$ cat config.mk
export PLATFORM = sky130hd
export DESIGN_NAME = adc_sample_conditioner_flat
export DESIGN_NICKNAME = d
export VERILOG_FILES = /design/src/rtl/adc_sample_conditioner_if.sv /design/src/rtl/adc_sample_conditioner.sv /design/src/flat_wrapper.sv
export SDC_FILE = /design/constraint.sdc
export NUM_CORES = 1
export LEC_CHECK = 0
export ABC_CLOCK_PERIOD_IN_PS = 8300
export CORE_MARGIN = 2
export CORE_UTILIZATION = 59
export CTS_CLUSTER_DIAMETER = 200
export DETAILED_ROUTE_END_ITERATION = 7
export MAX_ROUTING_LAYER = met4
export PLACE_DENSITY = 0.86
export SYNTH_ARGS = -nofsm -noshare
export SYNTH_HDL_FRONTEND = slang
export SYNTH_SLANG_ARGS = --single-unit
$ cat constraint.sdc
create_clock -name clk -period 8.3 [get_ports clk]
set_input_delay 1.245 -clock clk [delete_from_list [all_inputs] [get_ports clk]]
set_output_delay 1.245 -clock clk [all_outputs]
set_load 0.01 [all_outputs]
$ cat src/rtl/adc_sample_conditioner_if.sv
// adc_sample_conditioner_if
// Bundles the XADC conversion result bus and the conditioned rail outputs.
//   do_in/channel_in/drdy_in : conversion result, channel address, valid strobe
//   volt_out/volt_other      : filtered 5V / sharing-rail averages
//   drdy_out/drdy_other      : one-cycle update strobes for the averages
//   spike_flag               : one-cycle pulse when a sample was rejected
interface adc_sample_conditioner_if;
  logic [15:0] do_in;
  logic [4:0]  channel_in;
  logic        drdy_in;
  logic [11:0] volt_out;
  logic [11:0] volt_other;
  logic        drdy_out;
  logic        drdy_other;
  logic        spike_flag;

  modport master (
    output do_in, channel_in, drdy_in,
    input  volt_out, volt_other, drdy_out, drdy_other, spike_flag
  );

  modport slave (
    input  do_in, channel_in, drdy_in,
    output volt_out, volt_other, drdy_out, drdy_other, spike_flag
  );
endinterface

$ cat src/rtl/adc_sample_conditioner.sv
// adc_sample_conditioner
// Two-rail XADC sample conditioner: 4-tap moving average per channel with
// spike rejection (rejected samples replaced by the current average, bounded
// number of consecutive rejections so a real step still passes through).
//   clk      : system clock, rising edge
//   reset_in : synchronous active-high reset
//   bus      : adc_sample_conditioner_if.slave (sample in, averages/strobes out)
// Latency: sample cycle N -> spike decision at edge N+1 -> commit/strobe at N+2.

// Per-channel averaging state. Exposes its next-state values so a sample in
// the check stage sees the effect of the sample committing on the same edge.
module adc_sc_chan #(
  parameter int W  = 12,
  parameter int SW = 14
) (
  input  logic         clk,
  input  logic         reset_in,
  input  logic         wr_en_i,
  input  logic [W-1:0] wr_val_i,
  input  logic [1:0]   wr_rej_i,
  output logic         primed_o,
  output logic [W-1:0] avg_o,
  output logic [1:0]   rej_o
);
  typedef enum logic [1:0] {PRIME, TRACK, SUSPECT} state_t;

  state_t          state_q, state_d;
  logic [W-1:0]    buf_q [4];
  logic [1:0]      ptr_q;
  logic [SW-1:0]   sum_q, sum_d;
  logic [2:0]      fill_q;
  logic [1:0]      rej_q, rej_d;
  logic [W-1:0]    oldest;

  always_comb begin
    // Unfilled slots contribute nothing to the running sum.
    oldest  = (fill_q == 3'd4) ? buf_q[ptr_q] : '0;
    sum_d   = sum_q;
    rej_d   = rej_q;
    state_d = state_q;
    if (wr_en_i) begin
      sum_d = sum_q + SW'(wr_val_i) - SW'(oldest);
      rej_d = wr_rej_i;
      case (state_q)
        PRIME:   if (fill_q == 3'd3) state_d = TRACK;
        TRACK:   if (wr_rej_i != 2'd0) state_d = SUSPECT;
        default: if (wr_rej_i == 2'd0) state_d = TRACK;
      endcase
    end
  end

  assign primed_o = (state_d != PRIME);
  assign avg_o    = sum_d[SW-1:2];
  assign rej_o    = rej_d;

  always_ff @(posedge clk) begin
    if (reset_in) begin
      for (int i = 0; i < 4; i++) buf_q[i] <= '0;
      ptr_q   <= '0;
      sum_q   <= '0;
      fill_q  <= '0;
      rej_q   <= '0;
      state_q <= PRIME;
    end else begin
      if (wr_en_i) begin
        buf_q[ptr_q] <= wr_val_i;
        ptr_q        <= ptr_q + 2'd1;
        if (fill_q != 3'd4) fill_q <= fill_q + 3'd1;
      end
      sum_q   <= sum_d;
      rej_q   <= rej_d;
      state_q <= state_d;
    end
  end
endmodule

module adc_sample_conditioner #(
  parameter logic [4:0]  CH_5V       = 5'h10,
  parameter logic [4:0]  CH_OTHER    = 5'h11,
  parameter logic [11:0] SPIKE_LIMIT = 12'd300,
  parameter logic [1:0]  MAX_REJECT  = 2'd2
) (
  input  logic                     clk,
  input  logic                     reset_in,
  adc_sample_conditioner_if.slave  bus
);
  localparam int NCH = 2;
  localparam int W   = 12;

  logic [NCH-1:0]        hit;
  logic                  cur;
  logic [W-1:0]          smp;
  logic                  unused_nib;
  logic [NCH-1:0]        wr_en, primed_d;
  logic [NCH-1:0][W-1:0] avg_d;
  logic [NCH-1:0][1:0]   rej_d;

  // check stage
  logic                  s1_vld_q, s1_ch_q, s1_spk_q;
  logic [W-1:0]          s1_val_q;
  logic [1:0]            s1_rej_q;
  logic [W-1:0]          avg_c, diff, val_d;
  logic [1:0]            rej_n;
  logic                  spk_d;

  // outputs
  logic [NCH-1:0]        stb_q;
  logic [NCH-1:0][W-1:0] volt_q;
  logic                  spike_q;

  assign smp        = bus.do_in[15:4];
  assign unused_nib = ^bus.do_in[3:0];
  assign hit[0]     = bus.drdy_in && (bus.channel_in == CH_5V);
  assign hit[1]     = bus.drdy_in && (bus.channel_in == CH_OTHER);
  assign cur        = !hit[0];

  genvar c;
  generate
    for (c = 0; c < NCH; c++) begin : g_ch
      assign wr_en[c] = s1_vld_q && (s1_ch_q == 1'(c));
      adc_sc_chan #(.W(W), .SW(14)) u_chan (
        .clk      (clk),
        .reset_in (reset_in),
        .wr_en_i  (wr_en[c]),
        .wr_val_i (s1_val_q),
        .wr_rej_i (s1_rej_q),
        .primed_o (primed_d[c]),
        .avg_o    (avg_d[c]),
        .rej_o    (rej_d[c])
      );
    end
  endgenerate

  // Spike decision against forwarded (post-commit) channel state. Once the
  // reject budget is spent the out-of-limit sample is taken as-is and the
  // counter clears, same as an in-limit sample.
  always_comb begin
    avg_c = avg_d[cur];
    diff  = (smp >= avg_c) ? (smp - avg_c) : (avg_c - smp);
    val_d = smp;
    rej_n = '0;
    spk_d = 1'b0;
    if (primed_d[cur] && (diff > SPIKE_LIMIT) && (rej_d[cur] != MAX_REJECT)) begin
      val_d = avg_c;
      rej_n = rej_d[cur] + 2'd1;
      spk_d = 1'b1;
    end
  end

  always_ff @(posedge clk) begin
    if (reset_in) begin
      s1_vld_q <= 1'b0;
      s1_ch_q  <= 1'b0;
      s1_val_q <= '0;
      s1_rej_q <= '0;
      s1_spk_q <= 1'b0;
      stb_q    <= '0;
      volt_q   <= '0;
      spike_q  <= 1'b0;
    end else begin
      s1_vld_q <= |hit;
      s1_ch_q  <= cur;
      s1_val_q <= val_d;
      s1_rej_q <= rej_n;
      s1_spk_q <= spk_d;
      spike_q  <= s1_vld_q && s1_spk_q;
      for (int i = 0; i < NCH; i++) begin
        // Strobe only once the channel holds four samples.
        stb_q[i] <= wr_en[i] && primed_d[i];
        if (wr_en[i] && primed_d[i]) volt_q[i] <= avg_d[i];
      end
    end
  end

  assign bus.volt_out   = volt_q[0];
  assign bus.volt_other = volt_q[1];
  assign bus.drdy_out   = stb_q[0];
  assign bus.drdy_other = stb_q[1];
  assign bus.spike_flag = spike_q;
endmodule

$ cat src/flat_wrapper.sv
// flat-port wrapper written by rule: the top's interface ports become plain ports
module adc_sample_conditioner_flat 
#(
  parameter logic [4:0]  CH_5V       = 5'h10,
  parameter logic [4:0]  CH_OTHER    = 5'h11,
  parameter logic [11:0] SPIKE_LIMIT = 12'd300,
  parameter logic [1:0]  MAX_REJECT  = 2'd2
)
  (clk, reset_in, bus_do_in, bus_channel_in, bus_drdy_in, bus_volt_out, bus_volt_other, bus_drdy_out, bus_drdy_other, bus_spike_flag);
  adc_sample_conditioner_if bus_i ();
  input  logic clk;
  input  logic reset_in;
  input wire logic [$bits(bus_i.do_in)-1:0] bus_do_in;
  input wire logic [$bits(bus_i.channel_in)-1:0] bus_channel_in;
  input wire logic [$bits(bus_i.drdy_in)-1:0] bus_drdy_in;
  output wire logic [$bits(bus_i.volt_out)-1:0] bus_volt_out;
  output wire logic [$bits(bus_i.volt_other)-1:0] bus_volt_other;
  output wire logic [$bits(bus_i.drdy_out)-1:0] bus_drdy_out;
  output wire logic [$bits(bus_i.drdy_other)-1:0] bus_drdy_other;
  output wire logic [$bits(bus_i.spike_flag)-1:0] bus_spike_flag;
  assign bus_i.do_in = bus_do_in;
  assign bus_i.channel_in = bus_channel_in;
  assign bus_i.drdy_in = bus_drdy_in;
  assign bus_volt_out = bus_i.volt_out;
  assign bus_volt_other = bus_i.volt_other;
  assign bus_drdy_out = bus_i.drdy_out;
  assign bus_drdy_other = bus_i.drdy_other;
  assign bus_spike_flag = bus_i.spike_flag;
  adc_sample_conditioner #(.CH_5V(CH_5V), .CH_OTHER(CH_OTHER), .SPIKE_LIMIT(SPIKE_LIMIT), .MAX_REJECT(MAX_REJECT)) u_core (.clk(clk), .reset_in(reset_in), .bus(bus_i));
endmodule
# Word level (Yosys, flattened, before mapping)
# Memory sizes are Yosys's and may differ from the RTL's. A register that Yosys moved wholly into a read port is not among the register bits.
# Index checks and enable logic that the tools add are counted.
[op_classes]
n_addsub = 11
n_mul = 0
div_mod_pow = 0
magnitude_cmp = 3
n_eq_ne = 11
n_shift = 0
n_mux = 43
bitwise = 2
reduce_logical = 22
[ops]
columns = ["operator", "n"]
rows = [
  ["two-way mux 12 bit", 8],
  ["two-way mux 2 bit", 18],
  ["adder 14 x 12 -> 14 bit", 2],
  ["two-way mux 14 bit", 2],
  ["subtractor 14 x 12 -> 14 bit", 2],
  ["OR reduction 12 bit", 2],
  ["subtractor 12 bit", 2],
  ["two-way mux 1 bit", 13],
  ["greater-or-equal comparator 12 bit", 1],
  ["> comparator 12 x 9 -> 1 bit, second input constant", 1],
  ["== test 5 bit, second input constant", 2],
  ["logical AND 1 bit", 9],
  ["case mux 2 bit (2 select lines)", 2],
  ["adder 2 x 1 -> 2 bit, second input constant", 3],
  ["adder 3 x 1 -> 3 bit, second input constant", 2],
  ["== test 3 x 2 -> 1 bit, second input constant", 2],
  ["== test 3 bit, second input constant", 2],
  ["logical NOT 2 bit", 3],
  ["inequality test 3 bit, second input constant", 2],
  ["nonzero test 2 bit", 3],
  ["== test 2 x 1 -> 1 bit, second input constant", 2],
  ["AND reduction 2 bit", 2],
  ["OR reduction 2 bit", 2],
  ["< comparator 1 x 2 -> 1 bit, second input constant", 1],
  ["other kinds (3)", 4],
]
[word_totals]
regBits = 90
latch_bits = 0
mem_bits_rw = 96
romBits = 0
in_bits = 24
out_inout_bits = 27
word_cells = 115
n_memories = 2
[mem_list]
columns = ["name", "words", "width", "read_ports", "rd_clocked_by_memory_dff", "wr", "line", "rtl"]
rows = [
  ["u_core.g_ch[0].u_chan.buf_q", 4, 12, 1, 1, 4, "adc_sample_conditioner.sv:28", "logic [W-1:0] buf_q [4];"],
  ["u_core.g_ch[1].u_chan.buf_q", 4, 12, 1, 1, 4, "adc_sample_conditioner.sv:28", ""],
]

# Depth between registers and ports, before layout
# Gate-level depths: netlist of the first run.
[depth]
ltp_word = 13
depth_mapped = 33
mapped_depth_nobuf = 30

# Cells and area by module
# A second synthesis of the first run with hierarchy kept.
[unflattened]
hier_cells = 1143
area_unflattened_um2 = 11210.8
[modules_own_cells]
columns = ["mod", "instances", "cells_each", "area_each_um2", "seq_area_each_um2"]
rows = [
  ["adc_sc_chan at u_core.g_ch[1].u_chan", 1, 399, 4162.7, 1941.9],
  ["adc_sc_chan at u_core.g_ch[0].u_chan", 1, 399, 4144.0, 1941.9],
  ["adc_sample_conditioner", 1, 345, 2904.0, 880.8],
]

# Worst setup path before layout of the first run
# Ideal clock, no wire load.
[synth_timing]
kind = "register to register"
start = "register with a tool-made name"
end = "register u_core.s1_val_q[1]"
setup_ns = 0.133
arrival_ns = 6.555
required_ns = 8.167
path_slack_ns = 1.612
stages_incl_launch_ff = 28
path_buffers = 3
cell_sequence = "dfxtp_1 -> buf_1 -> mux4_2 -> nor2b_1 -> fa_1 -> inv_1 -> ha_1 -> a21oi_1 -> o211a_1 -> o21ai_1 -> and4_1 -> or4_1 -> a21oi_1 -> xnor2_1 -> mux2_2 -> ha_1 -> nand2_1 -> or3_4 -> o221ai_4 -> buf_6 -> mux2i_1 -> o221ai_1 -> xnor2_1 -> nor4_2 -> o31a_2 -> buf_6 -> o211ai_2 -> a31oi_1"
[synth_lines]
columns = ["item", "line", "rtl"]
rows = [
  ["end signal: assignment", "adc_sample_conditioner.sv:163", "s1_val_q <= val_d;"],
  ["end: declaration", "adc_sample_conditioner.sv:100", "logic [W-1:0] s1_val_q;"],
]

==> key figures, run 1 <==
Status
  – Status: completed

Worst setup path
  – Worst path bufs/invs: 2
  – Nature of the critical path endpoint: flop
  – Critical-path cell list: mux4_2 -> nor2b_1 -> fa_1 -> inv_1 -> ha_1 -> a21o_1 -> a211oi_1 -> o21ai_0 -> a311oi_1 -> xnor2_1 -> mux2i_1 -> mux2_2 -> inv_1 -> ha_1 -> a211oi_1 -> o221a_2 -> o221a_4 -> a311oi_2 -> o32ai_1 -> mux2_2 -> nand2_2 -> nand2_1 -> o21ai_1 -> nor3b_1
  – Crit Path Max Fanout: 14
  – WP data arrival: 8.05 ns
  – Required @ worst endpoint: 8.58 ns
  – CP max-delay cell: fa_1
  – Worst setup SP type: flop
  – Critical path class: reg2reg
  – Peak per-stage delay on the critical path: 0.60 ns
  – Cell family with the largest share of critical-path delay: compound AO/OA/AOI/OAI gates

Placed design
  – GP Congestion: 0.950
  – Port buffer count: 46
  – Dpl cells: 1481
  – DPL Wire Length: 20100 µm

Die
  – Row count: 51
  – I/O pin count: 51
  – Initial Util: 59.6%
  – Die height: 144 µm
  – Core area: 19300 µm²
  – Die width: 144 µm
  – Die area: 20600 µm²

Cells and area
  – Synth-to-Final Area Change: 10.8%
  – Most common cell after layout, fill and taps aside: inv_1
  – Commonest non-fill, non-tap cells in the layout: inv_1 (148), nand2_1 (125), nor2_1 (124)
  – Fraction of layout cells with a size suffix above 1: 9.94%
  – Final nets: 1343
  – Post-Layout Cell Count: 1514

Clock tree
  – Later-pin clock latency in the skew report: 0.44 ns
  – Setup bufs post-CTS: 0
  – Max Buffers Root-to-Sink: 2
  – H-tree Lvls: 4
  – CTS buffer count: 17
  – CTS tree: built
  – Root buf cell: clkbuf_16
  – Clock-pin slew on the worst setup and hold paths: 0.07 ns
  – Hold_buf cts: 0
  – Clock sinks: 190
  – Resized Gates After CTS: 0

GRT
  – First-pass GRT wire length: 45000 µm
  – Total GRT Usage: 29.3%
  – Vias in the first global route: 8773
  – Largest net degree at the start of global routing: 89
  – Total grt overflow: 0
  – Initial antenna violation count: 1

Timing
  – Fin crit period: 7.77 ns
  – Period utilization: 93.6%
  – Max Fclk: 129 MHz
  – Setup TNS: 0 ns
  – Worst Tran Pin Value: 0.972 ns
  – Unrepaired setup endpoints after global routing: no
  – Final hold vios: 0
  – Clock Skews: 0.0114 ns
  – Final setup viols: 0
  – Max-slew headroom: 34.9%
  – Max-slew violation count: 0

Route
  – Final wirelength: 27600 µm
  – Final ANT Viol Nets: 0
  – Avg WL per Cell: 18.2 µm
  – Routed via count: 8914
  – Routed vias/inst: 5.89
  – DR pass1 iterations: 5
  – Initial DRC Count: 970
  – Residual DRC: 0

Pwr
  – Total power: 2.17 mW
  – Leakage dissipation: 5.08 nW
  – Max VDD drop: 0.144 mV
  – Power per cell area: 171 nW/µm²

Synth
  – Prevailing post-synth register cell: edfxtp_1
  – Post-Synthesis Cell Area: 11500 µm²
  – Sequential area share after synthesis: 41.5%
  – Post-Syn Instances: 1209
  – Post-Syn Nets: 1317
  – Syn Area/Cell: 9.50 µm²
  – Async SR Flop Fraction: 0%
  – Post-synth EDFFs: 96
  – #FFs+latches synth: 190
  – Netlist cell types: 73
  – Ys Warns: 0

Flow run
  – Max cap viols: 0

Min path
  – HP Class: reg2reg
## cell families after synthesis
family | synth area share (%)
AOI/OAI and AO/OA | 13.3
and+or+nand+nor | 18.0
DFF | 41.5
xor gates and xnor gates | 2.43
buffers and inverters | 7.26
muxes | 6.64
adders and majority gates | 10.9
## power breakdown
| group | internal (mW) | switching, mW |
|---|---|---|
| Sequential | 1.00 | 0.0172 |
| Combinational | 0.137 | 0.236 |
| Clock | 0.396 | 0.385 |
| Total | 1.54 | 0.637 |
## metal layers
| metal | global-route usage [%] | wire length [µm] | vias up |
|---|---|---|---|
| met4 | 12.5 | 1120 | 0 |
| li1 | - | - | 4212 |
| met2 | 46.7 | 13300 | 372 |
| met1 | 37.0 | 11000 | 4244 |
| met5 | - | 0 | - |
| met3 | 5.46 | 2190 | 86 |
## final cells by class
type                       count  area [µm²]
timing repair buffer          68         623
inverter                     148         556
fill                        1479        6540
sequential                   190        4770
multi-input combinational    810        5890
clock buffer                  19         433
antenna                        1        2.50
tap                          265         332
clock inverter                13         128
## final timing paths
check / startpoint / end / slack, ns / cells after the start
worst min register to register: u_core.bus.volt_out[9] / u_core.bus.volt_out[9] / 0.45 / 2
worst min-delay path: u_core.bus.volt_out[9] / u_core.bus.volt_out[9] / 0.45 / 2
worst max-delay path: flop / u_core.s1_rej_q[0] / 0.53 / 24
worst max register to register: flop / u_core.s1_rej_q[0] / 0.53 / 24
## stage by stage
step	instance area, µm²	hold slack [ns]	setup slack [ns]	utilization [%]
after global placement	12200	0.440	0.698	63.1
after detailed placement	12200	0.446	0.527	63.1
after global routing	12700	0.474	0.0310	66.0
final	12700	0.453	0.532	66.0
after floorplan	11500	0.437	1.61	-
after CTS	12700	0.456	0.486	66.0
## registers in the layout, indices dropped and copies added, names as in the netlist, 6 cells and up, named ones only
name and cells:
u_core.g_ch.u_chan.fill_q 6, u_core.bus.volt_other 12, u_core.s1_val_q 12, u_core.g_ch.u_chan.buf_q 96, u_core.bus.volt_out 12, u_core.g_ch.u_chan.sum_q 28
## cells in the mapped netlist (4+ instances only)
cell type,instances,area share (%)
a211oi_1,22,1.4
a311oi_1,5,0.38
nor2_1,124,4.1
buf_6,5,0.49
mux4_2,24,4.7
nor2b_1,29,1.6
fa_1,26,4.5
xnor2_1,17,1.3
buf_1,9,0.29
dfxtp_1,94,16
ha_1,58,6.3
o21bai_1,6,0.39
mux2i_1,12,1.0
and2_1,58,3.2
a31o_2,4,0.31
or2_2,8,0.44
mux2_2,7,0.69
nand4_1,13,0.71
nor3_1,26,1.1
and3_1,4,0.22
clkbuf_1,42,1.4
nand2b_1,5,0.27
edfxtp_1,96,25
nand2_1,125,4.1
or3_1,8,0.44
a21o_1,9,0.59
o211ai_2,10,1.1
inv_1,148,4.8
o31ai_1,5,0.33
nor4_1,4,0.22
xor2_1,13,0.99
a21oi_1,66,2.9
nand3_1,13,0.57
o21ai_0,28,1.2
a31oi_1,22,1.2
## worst min-delay path: stages, from the launching register on
cell and delay [ns]:
dfxtp_1 0.31, nand2_1 0.05, a21oi_1 0.05
(Power assumes the default switching activity.)
==> run 2: changes to the inputs <==
RECOVER_POWER = 25   (was not set)
==> run 2 against run 1 <==
Register-to-register slack about the same. Non-clock buffer count did not move. Via count decreased by 0.67%. Final cell count is the same. Largest cell class unchanged. Highest routed layer unchanged. Critical endpoint unchanged. Sequential power about the same. Fmax shrank 0.13%. Wire length shrank 0.40%.
==> key figures, run 2 (synthesis gave the netlist of run 1 again) <==
GRT
  – Total grt overflow: 0 (unchanged)
  – Largest net degree at the start of global routing: 89 (unchanged)
  – Vias in the first global route: 8773 (unchanged)
  – Initial antenna violation count: 1 (unchanged)
  – Total GRT Usage: 29.3% (unchanged)
  – First-pass GRT wire length: 45000 µm (unchanged)

Worst setup path
  – Crit Path Max Fanout: 14 (unchanged)
  – Worst setup SP type: flop (unchanged)
  – Reg2reg setup slack: 0.52 ns (was 0.53 ns)
  – Nature of the critical path endpoint: flop (unchanged)
  – WP data arrival: 8.06 ns (was 8.05 ns)
  – Critical path class: reg2reg (unchanged)
  – Required @ worst endpoint: 8.58 ns (about the same)

Clock tree
  – Max Buffers Root-to-Sink: 2 (unchanged)
  – Later-pin clock latency in the skew report: 0.44 ns (about the same)
  – CTS buffer count: 17 (unchanged)
  – Hold_buf cts: 0 (unchanged)
  – Clock-pin slew on the worst setup and hold paths: 0.07 ns (about the same)
  – H-tree Lvls: 4 (unchanged)
  – Clock sinks: 190 (unchanged)
  – Root buf cell: clkbuf_16 (unchanged)
  – CTS tree: built (unchanged)

Cells and area
  – Synth-to-Final Area Change: 10.6% (was 10.8%)
  – Largest Register: u_core.g_ch.u_chan.buf_q (unchanged)
  – Register area: 4770 µm² (unchanged)
  – Final nets: 1343 (unchanged)
  – Most common cell after layout, fill and taps aside: inv_1 (unchanged)
  – Largest register FFs: 96 (unchanged)
  – Fraction of layout cells with a size suffix above 1: 9.38% (was 9.94%)
  – Largest regs: u_core.g_ch.u_chan.buf_q (96), u_core.g_ch.u_chan.sum_q (28) (unchanged)
  – Layout filler cell count: 1489 (was 1479)
  – Commonest non-fill, non-tap cells in the layout: inv_1 (148), nand2_1 (125), nor2_1 (124) (unchanged)
  – Area of the multi-input gates: 5890 µm² (unchanged)

Timing
  – Max-slew violation count: 0 (unchanged)
  – Fin crit period: 7.78 ns (was 7.77 ns)
  – Worst Tran Pin Value: 1.43 ns (was 0.972 ns)
  – Final hold vios: 0 (unchanged)
  – Unrepaired setup endpoints after global routing: no (unchanged)
  – Clock Skews: 0.0107 ns (was 0.0114 ns)
  – Setup TNS: 0 ns (unchanged)
  – Final setup viols: 0 (unchanged)
  – Max Fclk: 129 MHz (about the same)
  – Period utilization: 93.7% (was 93.6%)
  – Final Worst Setup Slack: 0.522 ns (was 0.532 ns)
  – Max-slew headroom: 4.71% (was 34.9%)

Route
  – Final wirelength: 27500 µm (was 27600 µm)
  – Avg WL per Cell: 18.2 µm (about the same)
  – Routed via count: 8854 (was 8914)
  – Routed vias/inst: 5.85 (was 5.89)
  – Residual DRC: 0 (unchanged)
  – DR pass1 iterations: 5 (unchanged)
  – Initial DRC Count: 1007 (was 970)
  – Final ANT Viol Nets: 0 (unchanged)

Pwr
  – Leakage dissipation: 5.03 nW (was 5.08 nW)
  – Max VDD drop: 0.144 mV (about the same)
  – Power per cell area: 171 nW/µm² (about the same)

Placed design
  – Dpl ws: 0.527 ns (unchanged)
  – DPL Wire Length: 20100 µm (unchanged)
  – Port buffer count: 46 (unchanged)
  – GP Congestion: 0.950 (unchanged)

Die
  – Row count: 51 (unchanged)
  – I/O pin count: 51 (unchanged)
  – Initial Util: 59.6% (unchanged)
  – Die area: 20600 µm² (unchanged)
  – Core area: 19300 µm² (unchanged)
  – Die width: 144 µm (unchanged)
  – Die height: 144 µm (unchanged)

Flow run
  – Max cap viols: 0 (unchanged)

Status
  – Status: completed (unchanged)

Min path
  – HP Class: reg2reg (unchanged)
-- run 2: changes by cell type in the layout (fill, tap and decap cells not counted) --
cell	change
and2_1	-29
clkbuf_1	+6
buf_4	-6
or2_2	-1
or2_0	+1
and2_0	+29
-- run 2: area by class of cell --
cell class | instances | area share [%]
well taps | 265 | 2.61
diodes | 1 | 0.0197
multi-input cells | 810 | 46.3
inverters | 148 | 4.37
flip-flops and latches | 190 | 37.5
repair buffers | 68 | 4.73
clock buffers | 19 | 3.41
clock inverters | 13 | 1.00
-- run 2: path summary, 6_finish.rpt --
path / from / to / cells past startpoint
worst max-delay path: flop / u_core.s1_rej_q[0] / 24
worst min-delay path: u_core.bus.volt_out[9] / u_core.bus.volt_out[9] / 2
worst max register to register: flop / u_core.s1_rej_q[0] / 24
worst min register to register: u_core.bus.volt_out[9] / u_core.bus.volt_out[9] / 2
-- run 2: worst max-delay path, stage by stage (launching register included) --
cell	delay (ns)
dfxtp_1	0.44
mux4_2	0.51
nor2b_1	0.16
fa_1	0.61
inv_1	0.06
ha_1	0.28
a21o_1	0.19
a211oi_1	0.39
o21ai_0	0.30
a311oi_1	0.40
xnor2_1	0.25
mux2i_1	0.17
mux2_2	0.36
inv_1	0.12
ha_1	0.32
a211oi_1	0.36
o221a_2	0.32
o221a_4	0.33
a311oi_2	0.10
o32ai_1	0.49
mux2_2	0.40
nand2_2	0.25
nand2_1	0.28
o21ai_1	0.43
nor3b_1	0.09
-- run 2: stage by stage --
step	util, %	cell area (µm²)	power, mW	instances	hold slack, ns
floorplan	-	11500	1.31	1209	0.437
global placement	63.1	12200	1.39	1481	0.440
detailed placement	63.1	12200	1.41	1481	0.446
CTS	66.0	12700	2.17	1513	0.456
global route	65.9	12700	2.25	1514	0.474
finish	65.9	12700	2.17	1514	0.454
-- run 2: repair_timing --
| action | in CTS | in global routing |
|---|---|---|
| setup buffers | 0 | 0 |
| resized for setup | 0 | 1 |
| setup endpoints to repair | 0 | 10 |
-- run 2: metal layers --
layer	share of wire, %	vias up	global-route usage, %	routed length, µm
met5	0	-	-	0
met4	4.1	0	12.5	1130
met3	6.6	81	5.46	1820
met2	48	313	46.7	13300
met1	41	4244	37.0	11300
li1	-	4216	-	-
-- run 2: report_power, final --
part | internal [mW] | leakage, nW | switching [mW]
Sequential | 1.00 | 1.75 | 0.0170
Combinational | 0.137 | 3.01 | 0.236
Clock | 0.396 | 0.268 | 0.384
